--- config.mk ---
export PLATFORM = sky130hd
export DESIGN_NAME = mc_control
export DESIGN_NICKNAME = d
export VERILOG_FILES = /design/src/rtl/mc_control.sv
export SDC_FILE = /design/constraint.sdc
export NUM_CORES = 1
export LEC_CHECK = 0
export ABC_AREA = 1
export CAP_MARGIN = 30
export CORE_UTILIZATION = 40
export CTS_BUF_LIST = sky130_fd_sc_hd__clkbuf_4 sky130_fd_sc_hd__clkbuf_8
export DETAILED_ROUTE_END_ITERATION = 10
export GPL_TIMING_DRIVEN = 0
export PLACE_DENSITY_LB_ADDON = 0.15
export SETUP_SLACK_MARGIN = 0.3
export SLEW_MARGIN = 20
export SYNTH_ARGS = -nofsm -noshare
export SYNTH_HDL_FRONTEND = slang
export SYNTH_SLANG_ARGS = --single-unit
export TNS_END_PERCENT = 1
--- constraint.sdc ---
create_clock -name clk -period 2 [get_ports clk]
set_input_delay 0.3 -clock clk [delete_from_list [all_inputs] [get_ports clk]]
set_output_delay 0.3 -clock clk [all_outputs]
set_load 0.02 [all_outputs]
--- src/rtl/mc_control.sv ---
// Multicycle MIPS control FSM: sequences FETCH/DECODE/EXECUTE/MEM/WB over a shared
// datapath and guards wait-stated memory accesses with a timeout abort.
module mc_control #(
  parameter int MEM_TIMEOUT = 255
) (
  input  logic       clk,
  input  logic       reset,
  input  logic [5:0] opcode,
  input  logic [5:0] funct,
  input  logic       zero,
  input  logic       mem_ready,
  output logic       mem_req,
  output logic       mem_write,
  output logic       i_or_d,
  output logic       ir_write,
  output logic       pc_en,
  output logic [1:0] pc_src,
  output logic       alu_src_a,
  output logic [1:0] alu_src_b,
  output logic       ext_zero,
  output logic [4:0] alu_control,
  output logic       reg_write,
  output logic       reg_dst,
  output logic       mem_to_reg,
  output logic       illegal_op,
  output logic       mem_timeout
);

  typedef enum logic [3:0] {
    FETCH, DECODE, MEMADR, MEMRD, MEMWB, MEMWR,
    RTYPE_EX, ALU_WB, BEQ, IMM_EX, IMM_WB, JUMP
  } state_t;

  localparam logic [5:0] OP_LW   = 6'b100011;
  localparam logic [5:0] OP_SW   = 6'b101011;
  localparam logic [5:0] OP_R    = 6'b000000;
  localparam logic [5:0] OP_BEQ  = 6'b000100;
  localparam logic [5:0] OP_ADDI = 6'b001000;
  localparam logic [5:0] OP_ANDI = 6'b001100;
  localparam logic [5:0] OP_ORI  = 6'b001101;
  localparam logic [5:0] OP_J    = 6'b000010;
  localparam logic [5:0] FN_ADD  = 6'b100000;
  localparam logic [5:0] FN_SUB  = 6'b100010;
  localparam logic [5:0] FN_AND  = 6'b100100;
  localparam logic [5:0] FN_OR   = 6'b100101;
  localparam logic [4:0] ALU_AND = 5'b00000;
  localparam logic [4:0] ALU_OR  = 5'b00001;
  localparam logic [4:0] ALU_ADD = 5'b00010;
  localparam logic [4:0] ALU_SUB = 5'b00110;
  localparam logic [7:0] TIMEOUT_LAST = 8'(MEM_TIMEOUT - 1);

  state_t     state;
  state_t     state_next;
  logic [7:0] wait_cnt;
  logic       in_mem;
  logic       timeout;
  logic       set_illegal;
  logic       req_raw;
  logic       write_raw;
  logic       ir_raw;
  logic       pc_write;
  logic       branch;
  logic       reg_write_raw;

  // Timeout fires in the last allowed request cycle unless mem_ready completes it.
  assign in_mem  = (state == FETCH) || (state == MEMRD) || (state == MEMWR);
  assign timeout = in_mem && !mem_ready && (wait_cnt == TIMEOUT_LAST);

  // Next-state selection and illegal-instruction detection.
  always_comb begin
    state_next  = state;
    set_illegal = 1'b0;
    case (state)
      FETCH: begin
        if (mem_ready) state_next = DECODE;
        else           state_next = FETCH;
      end
      DECODE: begin
        case (opcode)
          OP_LW, OP_SW:            state_next = MEMADR;
          OP_R:                    state_next = RTYPE_EX;
          OP_BEQ:                  state_next = BEQ;
          OP_ADDI, OP_ANDI, OP_ORI: state_next = IMM_EX;
          OP_J:                    state_next = JUMP;
          default: begin
            set_illegal = 1'b1;
            state_next  = FETCH;
          end
        endcase
      end
      MEMADR: begin
        if (opcode == OP_SW) state_next = MEMWR;
        else                 state_next = MEMRD;
      end
      MEMRD: begin
        if (mem_ready)    state_next = MEMWB;
        else if (timeout) state_next = FETCH;
        else              state_next = MEMRD;
      end
      MEMWR: begin
        if (mem_ready || timeout) state_next = FETCH;
        else                      state_next = MEMWR;
      end
      RTYPE_EX: begin
        case (funct)
          FN_ADD, FN_SUB, FN_AND, FN_OR: state_next = ALU_WB;
          default: begin
            set_illegal = 1'b1;
            state_next  = FETCH;
          end
        endcase
      end
      IMM_EX:  state_next = IMM_WB;
      default: state_next = FETCH;
    endcase
  end

  // Datapath controls decoded from the current state.
  always_comb begin
    req_raw       = 1'b0;
    write_raw     = 1'b0;
    i_or_d        = 1'b0;
    ir_raw        = 1'b0;
    pc_write      = 1'b0;
    branch        = 1'b0;
    pc_src        = 2'b00;
    alu_src_a     = 1'b0;
    alu_src_b     = 2'b00;
    ext_zero      = 1'b0;
    alu_control   = ALU_AND;
    reg_write_raw = 1'b0;
    reg_dst       = 1'b0;
    mem_to_reg    = 1'b0;
    case (state)
      FETCH: begin
        req_raw     = 1'b1;
        alu_src_b   = 2'b01;
        alu_control = ALU_ADD;
        ir_raw      = mem_ready;
        pc_write    = mem_ready;
      end
      DECODE: begin
        alu_src_b   = 2'b11;
        alu_control = ALU_ADD;
      end
      MEMADR: begin
        alu_src_a   = 1'b1;
        alu_src_b   = 2'b10;
        alu_control = ALU_ADD;
      end
      MEMRD: begin
        req_raw = 1'b1;
        i_or_d  = 1'b1;
      end
      MEMWB: begin
        reg_write_raw = 1'b1;
        mem_to_reg    = 1'b1;
      end
      MEMWR: begin
        req_raw   = 1'b1;
        write_raw = 1'b1;
        i_or_d    = 1'b1;
      end
      RTYPE_EX: begin
        alu_src_a = 1'b1;
        case (funct)
          FN_ADD:  alu_control = ALU_ADD;
          FN_SUB:  alu_control = ALU_SUB;
          FN_AND:  alu_control = ALU_AND;
          FN_OR:   alu_control = ALU_OR;
          default: alu_control = ALU_AND;
        endcase
      end
      ALU_WB: begin
        reg_write_raw = 1'b1;
        reg_dst       = 1'b1;
      end
      BEQ: begin
        alu_src_a   = 1'b1;
        alu_control = ALU_SUB;
        branch      = 1'b1;
        pc_src      = 2'b01;
      end
      IMM_EX: begin
        alu_src_a = 1'b1;
        alu_src_b = 2'b10;
        case (opcode)
          OP_ANDI: begin
            alu_control = ALU_AND;
            ext_zero    = 1'b1;
          end
          OP_ORI: begin
            alu_control = ALU_OR;
            ext_zero    = 1'b1;
          end
          default: alu_control = ALU_ADD;
        endcase
      end
      IMM_WB: reg_write_raw = 1'b1;
      JUMP: begin
        pc_write = 1'b1;
        pc_src   = 2'b10;
      end
      default: req_raw = 1'b0;
    endcase
  end

  // Strobes are forced low while reset is held, even though reset already selects FETCH.
  assign mem_req   = req_raw & ~reset;
  assign mem_write = write_raw & ~reset;
  assign ir_write  = ir_raw & ~reset;
  assign pc_en     = (pc_write | (branch & zero)) & ~reset;
  assign reg_write = reg_write_raw & ~reset;

  // State register, wait counter and sticky error flags.
  always_ff @(posedge clk or posedge reset) begin
    if (reset) begin
      state       <= FETCH;
      wait_cnt    <= 8'd0;
      illegal_op  <= 1'b0;
      mem_timeout <= 1'b0;
    end else begin
      state <= state_next;
      if (set_illegal) illegal_op  <= 1'b1;
      if (timeout)     mem_timeout <= 1'b1;
      // A fetch retry stays in FETCH, so the timeout itself must also clear the count.
      if (timeout || mem_ready || (state_next != state)) wait_cnt <= 8'd0;
      else if (in_mem)                                    wait_cnt <= wait_cnt + 8'd1;
    end
  end

endmodule
==> run_results.csv <==
group,metric,value,unit
status,outcome,"finished clean",
sta,hold_viol_final,0,
placement,dp_slack,-0.453,ns
critical_path,cp_data_arrival_time,1.56,ns
final_layout,syn_to_final_growth,56.8,%
sta,fmax,539,MHz
detailed_routing,post_drt_via_cell_ratio,5.24,
final_layout,final_area,0.00179,mm2
synthesis,synthTopCellsByArea,"dfrtp_1 (31%), nor2_1 (15%), inv_1 (9.6%), nand2_1 (9.2%), nand3_1 (7.0%)",
critical_path,critPathKind,"reg -> out",
final_layout,regArea,355,um2
floorplan,die_h,55.4,um
sta,period_share,92.8,%
sta,hold_slack,0.473,ns
synthesis,syn_inst,178,
cts,cts_tree,"yes",
power_and_ir_drop,peakVddDrop,653,uV
sta,fin_setup_tns,0,ns
synthesis,ys_seq_elements,14,
synthesis,yosys_warnings,0,
detailed_routing,wl_per_cell,12.9,um
global_routing,grt_pass1_wl,5400,um
cts,tritoncts_num_sinks,14,
synthesis,synth_edf_count,0,
final_layout,n_antenna_cell,0,
floorplan,dieArea,0.00306,mm2
power_and_ir_drop,leakagePower,0.871,nW
sta,worst_slack,0.143,ns
final_layout,utilization,68.9,%
cts,clockBufferDepth,2,
synthesis,async_reset_ff_share,100,%
placement,place_area,0.00152,mm2
critical_path,endpoint_kind,"output pin",
sta,setup_violations,0,
cts,clk_latency,0.28,ns
hold_path,hold_path.class,"in -> async",
final_layout,multi_input_area,807,um2
global_routing,antenna_found_initial,0,
final_layout,final_nets,249,
synthesis,synth_top_area_share,30.8,%
cts,htreeDepth,1,
global_routing,grt_start_max_net_pins,12,
flow_run,drv_cap,0,
cts,cts_buffers,3,
floorplan,pin_count,37,
detailed_routing,drc,0,
power_and_ir_drop,total_power,1.35,mW
floorplan,initial_utilization,44.0,%
detailed_routing,drt_first_pass_iters,4,
final_layout,final_layout_size_suffix_gt1_share,36.2,%
final_layout,finalNonFillerCells,259,
sta,finalCriticalPeriod,1.86,ns
synthesis,synth_cell_type_count,24,
placement,dp.cells,243,
sta,rsz0062_at_grt,"true",
floorplan,die_x,55.4,um
synthesis,synthFlopType,"dfrtp_1",
cts,ctsHoldBuffers,0,
cts,root_buffer,"clkbuf_4",
critical_path,start_kind,"flip-flop",
placement,io_buffers,34,
final_layout,nFillCells,210,
synthesis,avgSynthCellArea,6.40,um2
placement,gp_congestion,0.908,
detailed_routing,drtAntennaViolNets,0,
global_routing,grt_usage,21.5,%
detailed_routing,routed_wl,3330,um
synthesis,ys_seq_area_share,30.8,%
critical_path,crit_fanout,5,
placement,hpwl,2320,um
floorplan,core,0.00259,mm2
sta,report.final.slew_viol_count,0,
detailed_routing,drt_iter0_drc,40,
sta,finClkSkew,0.00363,ns
global_routing,grt_pass1_vias,1267,
detailed_routing,num_vias,1356,
cts,clk_pin_slew,0.08,ns
floorplan,row_count,18,
synthesis,synth_top_area_cell,"dfrtp_1",
synthesis,synth_area,0.00114,mm2
global_routing,gr-total-overflow,0,
critical_path,critical_path_required,1.70,ns
power_and_ir_drop,power_density,758,mW/mm2
==> critical path, stage by stage (launching register included) <==
cell and delay (ns):
dfrtp_2 0.46, buf_4 0.16, nor2_4 0.10, inv_2 0.08, o22ai_1 0.19, clkdlybuf4s15_2 0.29
==> per-layer routing <==
metal	wire, um	part of all wire (%)	global-route usage [%]
met4	29	0.87	6.07
met2	1700	51	37.7
met3	202	6.1	4.92
met5	0	0	0
met1	1390	42	26.3
==> cell usage after synthesis, types with 2 or more instances <==
cell type / number
o22ai_1: 3
nand3_2: 5
ha_1: 2
nand2_2: 3
nor2_1: 45
nand2_1: 28
o21ai_0: 7
nand4_1: 6
inv_1: 29
xnor2_1: 2
buf_4: 2
dfrtp_1: 14
nor2_2: 3
nand3_1: 16
xor2_1: 4
==> cells by family (layout without fill, tap and decap cells) <==
family | count (synthesis) | after routing | share of synthesized area, %
xor gates and xnor gates | 6 | 6 | 4.62
DFF | 14 | 14 | 30.8
other | 1 | 2 | 0.329
adders and majority gates | 2 | 2 | 2.20
AOI/OAI and AO/OA | 15 | 15 | 8.02
and+or+nand+nor | 107 | 107 | 42.5
buffers and inverters | 33 | 83 | 11.5
==> area by class of cell <==
cell class	instances	area share, %
multi-input cells	132	45.2
flip-flops and latches	14	19.9
plain buffers	2	0.841
well taps	30	2.10
repair buffers	47	23.9
inverters	31	6.80
clock buffers	3	1.26
==> what timing repair did <==
item / in CTS / in global routing
pin swaps: 9 / 10
setup buffers: 10 / 3
hold endpoints to repair: 0 / 0
cloned: 0 / 0
setup endpoints to repair: 25 / 25
gates resized for setup: 98 / 20
==> path summary, 6_finish.rpt <==
| check | startpoint | to | slack (ns) | depth (start not counted) |
|---|---|---|---|---|
| max in group asynchronous | reset | state[1] | 1.33 | 3 |
| setup / recovery | state[0] | alu_src_a | 0.14 | 5 |
| hold / removal | reset | mem_timeout | 0.47 | 3 |
| min in group clk | mem_timeout | mem_timeout | 0.48 | 2 |
| setup reg to reg | state[2] | wait_cnt[1] | 0.16 | 11 |
| hold reg to reg | mem_timeout | mem_timeout | 0.48 | 2 |
==> cells in the final DEF (no fill, tap or decap), drive strengths merged <==
cell / n
nor2: 48
nand2: 31
inv: 29
buf: 23
nand3: 21
clkdlybuf4s50: 15
dfrtp: 14
o21ai: 8
nand4: 6
dlygate4sd2: 6
xor2: 4
clkdlybuf4s15: 4
clkbuf: 4
o22ai: 3
xnor2: 2
ha: 2
conb: 2
clkinv: 1
a41oi: 1
o2111ai: 1
clkinvlp: 1
nor3: 1
a31oi: 1
o2bb2ai: 1
==> report_power, final <==
group | switching, mW | leakage [nW] | internal [mW]
clock | 0.0886 | 0.0138 | 0.0698
combinational | 0.505 | 0.681 | 0.316
sequential | 0.0580 | 0.176 | 0.316
==> state kept, by name, indices dropped and copies added, names as in the netlist <==
name / flops
wait_cnt: 8
mem_timeout: 1
illegal_op: 1
state: 4
(Power assumes the default switching activity.)
